## config.mk

```make
export PLATFORM = sky130hd
export DESIGN_NAME = cpu7_exu_ifu_rcv
export DESIGN_NICKNAME = d
export VERILOG_FILES = /design/src/rtl/cpu7_exu_ifu_rcv.sv
export SDC_FILE = /design/constraint.sdc
export NUM_CORES = 1
export LEC_CHECK = 0
export ABC_AREA = 0
export BUFFER_PORTS_ARGS = -buffer_cell sky130_fd_sc_hd__buf_2
export CORE_MARGIN = 4
export CORE_UTILIZATION = 35
export CTS_CLUSTER_SIZE = 40
export DETAILED_ROUTE_END_ITERATION = 7
export GPL_TIMING_DRIVEN = 0
export PLACE_DENSITY = 0.55
export REMOVE_ABC_BUFFERS = 1
export SETUP_SLACK_MARGIN = 0.3
export SKIP_CTS_REPAIR_TIMING = 1
export SYNTH_ARGS = -nofsm -noshare
export SYNTH_HDL_FRONTEND = slang
export SYNTH_SLANG_ARGS = --single-unit
```

## constraint.sdc

```tcl
create_clock -name clk -period 10.3 [get_ports clk]
set_input_delay 2.06 -clock clk [delete_from_list [all_inputs] [get_ports clk]]
set_output_delay 2.06 -clock clk [all_outputs]
set_load 0.01 [all_outputs]
```

## src/rtl/cpu7_exu_ifu_rcv.sv

```systemverilog
// EXU-side receiver for IFU decoded bundles: 2-entry skid FIFO with registered ready.
// Optional stall counter enabled by defining CPU7_EXU_IFU_RCV_PERF_EN.
module cpu7_exu_ifu_rcv #(
  parameter int unsigned GRLEN = 32,
  parameter int unsigned OP_W  = 64,
  parameter int unsigned DEPTH = 2
) (
  input  logic             clk,
  input  logic             reset,
  input  logic             ifu_exu_valid_d,
  output logic             exu_ifu_ready,
  input  logic [31:0]      ifu_exu_inst_d,
  input  logic [GRLEN-1:0] ifu_exu_pc_d,
  input  logic [OP_W-1:0]  ifu_exu_op_d,
  input  logic [31:0]      ifu_exu_imm_shifted_d,
  input  logic [GRLEN-1:0] ifu_exu_c_d_d,
  input  logic             ifu_exu_use_imm_d,
  input  logic [GRLEN-1:0] ifu_exu_rdata1_d,
  input  logic [GRLEN-1:0] ifu_exu_rdata2_d,
  input  logic             exu_flush,
  output logic             exu_e_valid,
  input  logic             exu_e_ready,
  output logic [31:0]      exu_e_inst,
  output logic [GRLEN-1:0] exu_e_pc,
  output logic [OP_W-1:0]  exu_e_op,
  output logic [GRLEN-1:0] exu_e_src_a,
  output logic [GRLEN-1:0] exu_e_src_b,
  output logic [GRLEN-1:0] exu_e_c
`ifdef CPU7_EXU_IFU_RCV_PERF_EN
  ,
  output logic [31:0]      exu_perf_stall_cnt
`endif
);

  localparam logic [1:0] LP_DEPTH = 2'(DEPTH);

  logic [31:0]      r_inst  [2];
  logic [GRLEN-1:0] r_pc    [2];
  logic [OP_W-1:0]  r_op    [2];
  logic [GRLEN-1:0] r_src_a [2];
  logic [GRLEN-1:0] r_src_b [2];
  logic [GRLEN-1:0] r_c     [2];
  logic             r_wp;
  logic             r_rp;
  logic [1:0]       r_count;
  logic             r_ready;

  logic             w_push;
  logic             w_pop;
  logic [1:0]       w_count_nxt;
  logic             w_ready_nxt;
  logic [GRLEN-1:0] w_imm_ext;
  logic [GRLEN-1:0] w_src_b;

  generate
    if (GRLEN > 32) begin : g_imm_sext
      assign w_imm_ext = {{(GRLEN-32){ifu_exu_imm_shifted_d[31]}}, ifu_exu_imm_shifted_d};
    end else begin : g_imm_direct
      assign w_imm_ext = ifu_exu_imm_shifted_d[GRLEN-1:0];
    end
  endgenerate

  // Operand B is resolved once at push so the output path is a plain mux on rp.
  assign w_src_b = ifu_exu_use_imm_d ? w_imm_ext : ifu_exu_rdata2_d;

  assign w_push = ifu_exu_valid_d & r_ready;
  assign w_pop  = exu_e_valid & exu_e_ready;

  always_comb begin
    w_count_nxt = r_count;
    if (exu_flush) begin
      w_count_nxt = 2'd0;
    end else begin
      case ({w_push, w_pop})
        2'b10:   w_count_nxt = r_count + 2'd1;
        2'b01:   w_count_nxt = r_count - 2'd1;
        default: w_count_nxt = r_count;
      endcase
    end
    w_ready_nxt = (w_count_nxt < LP_DEPTH) & ~exu_flush;
  end

  always_ff @(posedge clk) begin
    if (reset) begin
      r_wp    <= 1'b0;
      r_rp    <= 1'b0;
      r_count <= 2'd0;
      r_ready <= 1'b1;
      for (int i = 0; i < 2; i++) begin
        r_inst[i]  <= '0;
        r_pc[i]    <= '0;
        r_op[i]    <= '0;
        r_src_a[i] <= '0;
        r_src_b[i] <= '0;
        r_c[i]     <= '0;
      end
    end else begin
      r_count <= w_count_nxt;
      r_ready <= w_ready_nxt;
      if (exu_flush) begin
        r_wp <= 1'b0;
        r_rp <= 1'b0;
      end else begin
        if (w_push) begin
          r_inst[r_wp]  <= ifu_exu_inst_d;
          r_pc[r_wp]    <= ifu_exu_pc_d;
          r_op[r_wp]    <= ifu_exu_op_d;
          r_src_a[r_wp] <= ifu_exu_rdata1_d;
          r_src_b[r_wp] <= w_src_b;
          r_c[r_wp]     <= ifu_exu_c_d_d;
          r_wp          <= ~r_wp;
        end
        if (w_pop) begin
          r_rp <= ~r_rp;
        end
      end
    end
  end

  assign exu_ifu_ready = r_ready;
  assign exu_e_valid   = (r_count != 2'd0);
  assign exu_e_inst    = r_inst[r_rp];
  assign exu_e_pc      = r_pc[r_rp];
  assign exu_e_op      = r_op[r_rp];
  assign exu_e_src_a   = r_src_a[r_rp];
  assign exu_e_src_b   = r_src_b[r_rp];
  assign exu_e_c       = r_c[r_rp];

`ifdef CPU7_EXU_IFU_RCV_PERF_EN
  logic [31:0] r_stall_cnt;

  // Counts cycles the IFU offers a bundle we cannot take; flush does not clear it.
  always_ff @(posedge clk) begin
    if (reset) begin
      r_stall_cnt <= 32'd0;
    end else if (ifu_exu_valid_d && !r_ready && (r_stall_cnt != 32'hFFFF_FFFF)) begin
      r_stall_cnt <= r_stall_cnt + 32'd1;
    end
  end

  assign exu_perf_stall_cnt = r_stall_cnt;
`endif

endmodule

```

==> out/results.txt <==
status - complete, no violations
first-pass iteration count of the detailed router - 5
core footprint - 0.0553 mm^2
clk buf depth - 3
Initial Util - 35.5%
Tmin final - 4910 ps
drt wl/cell - 19.1 um
post-detailed-route DRC marker count - 0
Seq. cell area - 0.0136 mm^2
Final Hold Vio Count - 0
Leak - 10.2 nW
Worst-Margin Slew - 937 ps
antenna-violating nets left - 0
Worst-Skew Late Latency - 580 ps
Crit Path Max Fanout - 57
RSZ-0062 raised after global routing - false
DRT Wirelength - 48.6 mm
type of origin of the critical path - register
Synth Register Bits - 454
worst path arrival time - 2850 ps
layout net count - 2016
Peak VDD IR - 0.129 mV
Synth warnings - 0
max-slew violations - 0
Rows - 86
layout cells sized above 1 - 45.2%
# fillers - 5111
Root Buffer - clkbuf_16
Slew headroom - 37.5%
Area Growth Syn to Fin - 26.7%
area of the multi-input gates - 0.00567 mm^2
final setup violating endpoints - 0
Starting DRT DRC Count - 574
Final HPWL DP - 33.0 mm
Placed Cells - 2449
Hold Crit Class - register to register
vias in the first global route - 12000
Clk pin slew, worst setup/hold paths - 60 ps
Syn Std Cell Area - 0.0197 mm^2
Layout Cells excl Fill - 2546
crit path kind - register to output pin
CTS tree - built
H-tree depth - 2
die width - 245 um
top-count cell post-synth - edfxtp_1
Post-Syn Instances - 1263
Peak Freq - 204 MHz
first-pass GRT wire length - 72.4 mm
Via Count - 11600
register area share after synthesis - 69.1%
Avg Inst Size Synth - 15.6 um^2
largest net degree at the start of global routing - 61
Post-synth top cells - edfxtp_1, and2_1, mux2_2
share of the synthesized area in the top cell type - 68.5%
I/O pin cnt - 488
max cap viols - 0
Die Span Y - 245 um
cell taking the most area after synthesis - edfxtp_1
GRT Total Usage - 15.7%
vias per inst - 4.56
P per Cell Area - 167 mW/mm^2
Final Cell Area - 0.0249 mm^2
Distinct cells, synth - 24
Most used DFF post-synth - edfxtp_1
period utilization - 47.6%
number of synthesized flops with an enable pin - 448
antenna violations before repair - 20
Post-DP Area - 0.0234 mm^2
CP Data Required Time - 8240 ps
GR Overflow Total - 0
Synth area leaders - edfxtp_1, mux2_2, and2_1
CP Capture Type - output pin
PortBufs - 487
die footprint - 0.0600 mm^2
Async SR Flop Fraction - 0%
placer congestion estimate - 0.730
clock skew - 14.6 ps
CTS sink count - 454
CTS Buf Count - 50
-- metal layers --
| metal | part of all wire (%) | GRT usage (%) | vias up | wire (um) |
|---|---|---|---|---|
| met5 | 0.21 | 0 | - | 103 |
| met4 | 2.3 | 4.33 | 18 | 1120 |
| met3 | 8.6 | 6.38 | 93 | 4190 |
| met2 | 50 | 26.7 | 297 | 24500 |
| met1 | 39 | 18.3 | 5718 | 18700 |
| li1 | - | - | 5496 | - |
-- worst paths after layout --
check,depth (start not counted),to,slack [ps],startpoint
min reg2reg,2,register,510,r_rp$_SDFFE_PP0P_
min,2,register,510,r_rp$_SDFFE_PP0P_
max,4,exu_e_pc[7],5390,register
max reg2reg,6,r_c[1][1]$_SDFFCE_PN0P_,6990,exu_ifu_ready$_SDFF_PP1_
-- report_power, final --
part | internal [mW] | leakage [nW] | switching, mW
registers | 2.12 | 4.68 | 0.0218
logic | 0.161 | 4.80 | 0.188
clock network | 0.974 | 0.724 | 0.698
-- layout make-up --
type | count | share of cell area [%]
flip-flops and latches | 454 | 54.5
multi-input cells | 727 | 22.8
repair buffers | 518 | 12.8
clock buffers | 65 | 5.34
well taps | 748 | 3.76
clock inverters | 21 | 0.678
diodes | 11 | 0.111
inverters | 2 | 0.0301
-- cell families (layout without fill, tap and decap cells) --
group / Yosys count / after routing / share of synthesized area [%]
compound gates: 4 / 4 / 0.166
xor+xnor: 4 / 4 / 0.178
fa+ha+maj: 1 / 1 / 0.0637
buf+inv: 82 / 606 / 2.22
flops: 454 / 454 / 69.1
mux: 256 / 256 / 14.5
other cells: 0 / 11 / 0
simple gates: 462 / 462 / 13.8
-- state kept, by name, indices dropped and copies added (netlist names), named ones only --
signal,flops
r_src_a,64
r_src_b,64
r_c,64
exu_ifu_ready,1
r_wp,1
r_rp,1
r_op,128
r_count,2
r_inst,64
r_pc,64
-- cells in the final DEF (no fill, tap or decap) --
cell and count:
xnor2_1 3, o31ai_1 1, or2_2 1, clkinv_1 15
o21a_1 2, clkbuf_16 51, buf_12 1, nor3_1 1
buf_2 487, mux2i_1 32, clkinv_4 1, clkinv_2 1
clkbuf_1 14, dfxtp_4 1, mux2_2 224, bufinv_16 3
inv_6 1, buf_8 8, or3_2 2, xor2_1 1
nor2_1 68, edfxtp_1 448, and2_1 384, dfxtp_1 5
nand2_1 1, inv_1 2, ha_1 1, nor3_4 2
o21ba_2 1, buf_16 22, or2_1 1, nand2_4 2
diode_2 11
-- stage by stage --
| stage | hold slack [ps] | total power, mW | worst slack (ps) | util (%) | TNS, ps |
|---|---|---|---|---|---|
| after detailed placement | 494 | 2.54 | 4620 | 42.3 | 0 |
| after global routing | 554 | 4.34 | 5250 | 45.0 | 0 |
| after CTS | 514 | 4.23 | 5260 | 45.0 | 0 |
| after floorplan | 481 | 2.37 | 1770 | - | 0 |
| final | 514 | 4.17 | 5390 | 45.0 | 0 |
| after global placement | 492 | 2.57 | -3640 | 40.9 | -2751570 |
-- critical path, cell delays in order, from the launching register on --
cell and delay, ps:
dfxtp_4 910, buf_16 360, buf_16 310, mux2_2 390
buf_2 170
(Power assumes the default switching activity.)
